File: src/rtl/pong_pkg.sv
// Shared paddle-control types and levels for joystick, paddle and ball logic.
package pong_pkg;

    typedef enum logic [1:0] {
        NEUTRAL,
        UP,
        DOWN,
        GAP
    } joy_state_t;

    localparam logic CTRL_ACTIVE = 1'b0;
    localparam logic CTRL_IDLE   = 1'b1;

    // {control_up, control_down} for a given arbitration state
    function automatic logic [1:0] ctrl_of(input joy_state_t s);
        logic [1:0] c;
        c = {CTRL_IDLE, CTRL_IDLE};
        unique case (s)
            UP:      c = {CTRL_ACTIVE, CTRL_IDLE};
            DOWN:    c = {CTRL_IDLE, CTRL_ACTIVE};
            default: c = {CTRL_IDLE, CTRL_IDLE};
        endcase
        return c;
    endfunction

endpackage

File: src/rtl/joy_debounce.sv
// One joystick pin: 2-flop synchroniser, stable-count debounce and press strobe.
module joy_debounce
    import pong_pkg::*;
#(
    parameter int DEBOUNCE_CYCLES = 250000,
    parameter int CNT_W           = 18
) (
    input  logic clock,
    input  logic reset,
    input  logic pin_n,
    output logic pressed,
    output logic press
);

    localparam logic [CNT_W-1:0] LAST = CNT_W'(DEBOUNCE_CYCLES - 1);

    logic             sync1;
    logic             sync2;
    logic             deb;
    logic             deb_prev;
    logic [CNT_W-1:0] cnt;

    always_ff @(posedge clock) begin
        if (reset) begin
            sync1    <= 1'b1;
            sync2    <= 1'b1;
            deb      <= 1'b1;
            deb_prev <= 1'b1;
            cnt      <= '0;
            press    <= 1'b0;
        end else begin
            sync1    <= pin_n;
            sync2    <= sync1;
            deb_prev <= deb;
            press    <= deb_prev & ~deb;
            // any return to the accepted level restarts the stability count
            if (sync2 == deb) begin
                cnt <= '0;
            end else if (cnt == LAST) begin
                deb <= sync2;
                cnt <= '0;
            end else begin
                cnt <= cnt + 1'b1;
            end
        end
    end

    assign pressed = ~deb;

endmodule

File: src/rtl/joystick_ctrl.sv
// Per-player joystick driver: debounced pins arbitrated into active-low paddle controls.
// Define JOY_REVERSE_GAP_EN to force GAP_CYCLES neutral cycles on every UP<->DOWN reversal.
module joystick_ctrl
    import pong_pkg::*;
#(
    parameter int DEBOUNCE_CYCLES = 250000,
    parameter int CNT_W           = 18,
    parameter int GAP_CYCLES      = 1000
) (
    input  logic clock,
    input  logic reset,
    input  logic btn_up_n,
    input  logic btn_down_n,
    output logic control_up,
    output logic control_down,
    output logic up_pulse,
    output logic down_pulse
);

    logic       up_held;
    logic       down_held;
    joy_state_t state;
    joy_state_t nxt;

    joy_debounce #(
        .DEBOUNCE_CYCLES(DEBOUNCE_CYCLES),
        .CNT_W          (CNT_W)
    ) u_up (
        .clock  (clock),
        .reset  (reset),
        .pin_n  (btn_up_n),
        .pressed(up_held),
        .press  (up_pulse)
    );

    joy_debounce #(
        .DEBOUNCE_CYCLES(DEBOUNCE_CYCLES),
        .CNT_W          (CNT_W)
    ) u_down (
        .clock  (clock),
        .reset  (reset),
        .pin_n  (btn_down_n),
        .pressed(down_held),
        .press  (down_pulse)
    );

`ifdef JOY_REVERSE_GAP_EN
    localparam int GAP_W = $clog2(GAP_CYCLES + 1);

    logic [GAP_W-1:0] gap_cnt;
    logic             gap_done;

    assign gap_done = (gap_cnt == GAP_W'(GAP_CYCLES - 1));
`endif

    always_comb begin
        nxt = state;
        unique case (state)
            NEUTRAL: begin
                if (up_held && !down_held)
                    nxt = UP;
                else if (down_held && !up_held)
                    nxt = DOWN;
            end
            UP: begin
                if (!up_held) begin
`ifdef JOY_REVERSE_GAP_EN
                    nxt = down_held ? GAP : NEUTRAL;
`else
                    nxt = down_held ? DOWN : NEUTRAL;
`endif
                end
            end
            DOWN: begin
                if (!down_held) begin
`ifdef JOY_REVERSE_GAP_EN
                    nxt = up_held ? GAP : NEUTRAL;
`else
                    nxt = up_held ? UP : NEUTRAL;
`endif
                end
            end
`ifdef JOY_REVERSE_GAP_EN
            GAP: begin
                if (gap_done) begin
                    if (up_held && !down_held)
                        nxt = UP;
                    else if (down_held && !up_held)
                        nxt = DOWN;
                    else
                        nxt = NEUTRAL;
                end
            end
`endif
            default: nxt = NEUTRAL;
        endcase
    end

    // outputs are registered from the next state so they can never glitch to {0,0}
    always_ff @(posedge clock) begin
        if (reset) begin
            state        <= NEUTRAL;
            control_up   <= CTRL_IDLE;
            control_down <= CTRL_IDLE;
`ifdef JOY_REVERSE_GAP_EN
            gap_cnt      <= '0;
`endif
        end else begin
            state                      <= nxt;
            {control_up, control_down} <= ctrl_of(nxt);
`ifdef JOY_REVERSE_GAP_EN
            gap_cnt <= (state == GAP && nxt == GAP) ? gap_cnt + 1'b1 : '0;
`endif
        end
    end

endmodule

File: config.mk
export PLATFORM = sky130hd
export DESIGN_NAME = joystick_ctrl
export DESIGN_NICKNAME = d
export VERILOG_FILES = /design/src/rtl/pong_pkg.sv /design/src/rtl/joy_debounce.sv /design/src/rtl/joystick_ctrl.sv
export SDC_FILE = /design/constraint.sdc
export NUM_CORES = 1
export LEC_CHECK = 0
export BUFFER_PORTS_ARGS = -buffer_cell sky130_fd_sc_hd__buf_2
export CAP_MARGIN = 30
export CORE_UTILIZATION = 60
export CTS_BUF_LIST = sky130_fd_sc_hd__clkbuf_8
export DETAILED_ROUTE_END_ITERATION = 10
export PLACE_DENSITY = 0.89
export SYNTH_ARGS = -nofsm -noshare
export SYNTH_HDL_FRONTEND = slang
export SYNTH_HIERARCHICAL = 1
export SYNTH_SLANG_ARGS = --single-unit
File: constraint.sdc
create_clock -name clock -period 1.95 [get_ports clock]
set_clock_uncertainty 0.1 [all_clocks]
set_input_delay 0.4875 -clock clock [delete_from_list [all_inputs] [get_ports clock]]
set_output_delay 0.4875 -clock clock [all_outputs]
set_load 0.01 [all_outputs]
==> out/summary.txt <==
Maximum vdd drop -> 0.485 mV
Type of origin of the critical path -> flip-flop
Mapped Nets -> 231
Post-CTS Hold Buffers -> 0
Cell count after synthesis -> 225
Asr flop ratio synth -> 0%
DRT Pass-1 Iters -> 4
Fin crit share -> 91.1%
Post-CTS Resized -> 0
Area Overhead vs Synth -> 10.5%
Power Density -> 755 mW/mm^2
CTS Buf Count -> 5
Critical path required time -> 2090 ps
Most frequent cell after synthesis -> dfxtp_1
Setup Slack @ Placement -> 196 ps
Commonest cells post-synth -> 50 x dfxtp_1, 44 x nor2_1, 30 x xnor2_1
Hold WC Path Type -> in2reg
Synthesized flop and latch total -> 50
Register area share after synthesis -> 47.5%
Initial drt markers -> 129
Via-per-instance ratio -> 5.53
Vias -> 1581
Residual DRC -> 0
ANT nets after route -> 0
First-pass GRT wire length -> 5.71 mm
Initial core utilization -> 63.1%
Placed insts -> 279
Core region area -> 0.00334 sq mm
Pleak -> 0.730 nW
CTS Buffer Depth -> 2
CP max FO -> 7
Worst Tran Pin Value -> 377 ps
Final hold viol count -> 0
Antenna violations before repair -> 0
Count of input and output buffers -> 7
Die Height -> 61.2 um
N_diodes -> 0
Row cnt -> 21
Total of max-cap violations -> 0
Worst Path Arrival -> 1920 ps
Tot GR Track Use -> 20.9%
Relative slew margins -> 74.7%
Avg Inst Size Synth -> 9.36 sq um
Setup repair bufs after CTS -> 0
Setup CP Type -> reg2reg
Worst Setup Slack, final -> 174 ps
Clock Latency Late Sink -> 300 ps
Root buf cell -> clkbuf_8
DIE AREA -> 0.00375 sq mm
Nets -> 246
Die Width -> 61.2 um
Htree depth -> 2
Setup crit end kind -> flip-flop
Fin cells -> 286
Final Cell Area -> 0.00233 sq mm
Pin count of the biggest net entering global routing -> 19
Status -> finished, final reports clean
Final Max Slew Viols -> 0
RSZ-0062 raised after global routing -> no
CTS tree -> done
CTS Sinks -> 50
Synth top area cells -> dfxtp_1 48%, xnor2_1 12%, nor2_1 7.8%, nor4_1 3.6%, nand3_1 3.3%
Netlist Area Pre-Place -> 0.00211 sq mm
Dpl cell area -> 0.00221 sq mm
YS warnings -> 6
WL final -> 3.56 mm
Layout cell share with drive strength beyond 1 -> 13.8%
Final setup viols -> 0
Post-synth EDFFs -> 0
Global route overflow -> 0
Final HPWL DP -> 2.40 mm
Vias in the first global route -> 1355
Total power -> 0.00176 W
Top cell type's share of synthesized area -> 47.5%
Most frequently used flop master after synthesis -> dfxtp_1
Fmax -> 0.563 GHz
Tmin final -> 1780 ps
Setup TNS -> 0 ps
Unique masters post-synth -> 29
Synth area leader -> dfxtp_1
Routed len/inst -> 12.5 um
RD Place Congestion -> 0.822
Ports -> 8
Clock Pin Slew Worst Setup and Hold Paths -> 90 ps
Fillers -> 254
cells by family (layout without fill, tap and decap cells):
logic type,Yosys count,count (layout),share of synthesized area [%]
muxes,2,2,0.951
and+or+nand+nor,116,116,30.2
adders and majority gates,2,2,1.19
DFF,50,50,47.5
buffers and inverters,16,31,3.21
xor gates and xnor gates,32,32,13.3
AOI/OAI and AO/OA,7,7,3.62
worst max-delay path, cell delays in order (launching register included):
cell     delay, ps
dfxtp_1        460
nand4_4        190
or3_1          400
or4_1          400
a21oi_1        160
flip-flops by register name, summed over array words and instances, names as in the netlist:
signal	flops
control_down	1
control_up	1
state	2
u_down/cnt	18
u_down/deb	1
u_down/deb_prev	1
u_down/press	1
u_down/sync1	1
u_down/sync2	1
u_up/cnt	18
u_up/deb	1
u_up/deb_prev	1
u_up/press	1
u_up/sync1	1
u_up/sync2	1
path summary, 6_finish.rpt:
check	startpoint	end	slack (ps)	cells after the start
worst max-delay path	u_down/cnt[2]	u_down/cnt[17]	170	4
worst min-delay path	btn_up_n	u_up/sync1	260	2
worst max register to register	u_down/cnt[2]	u_down/cnt[17]	170	4
worst min register to register	u_up/sync1	u_up/sync2	320	1
through the flow:
step,hold WS (ps),util [%]
2_1_floorplan,289,-
3_3_place_gp,298,66.3
3_5_place_dp,299,66.3
4_1_cts,256,69.6
5_1_grt,251,69.7
6_report,263,69.7
cell type report:
cell class,count,area [sq um],area share [%]
Multi-Input combinational cell,159,1040,44.8
Sequential cell,50,1000,43.0
Clock buffer,5,68.8,2.96
Timing Repair Buffer,12,72.6,3.12
Inverter,12,45.0,1.94
Tap cell,46,57.6,2.47
Clock inverter,2,38.8,1.67
placed cells by master (no fill, tap or decap), drive strengths merged:
cell type,netlist,layout
bufinv,0,1
xor2,2,2
ha,2,2
clkinv,0,1
nand2,6,6
nand4,10,10
and3,2,2
dfxtp,50,50
nor4b,4,4
nand4b,2,2
or3,2,2
nor4,12,12
inv,12,12
clkbuf,2,5
or4,2,2
nand3,14,14
mux2i,2,2
or2,4,4
buf,2,12
o31ai,4,4
nor3,10,10
and2,2,2
nor2,44,44
xnor2,30,30
nand2b,2,2
a21oi,3,3
per-layer routing:
metal  wire [um]  GRT usage, %
met1        1640          25.8
met2        1700          34.3
met3         175          6.93
met4          48          6.82
met5           0             0
power by group:
group | switching (W) | total [W] | internal (W)
sequential | 0.00000344 | 0.00103 | 0.00103
clock | 0.000329 | 0.000706 | 0.000377
combinational | 0.0000132 | 0.0000230 | 0.00000978
total | 0.000345 | 0.00176 | 0.00141
Power figures use the tool's default switching activity.
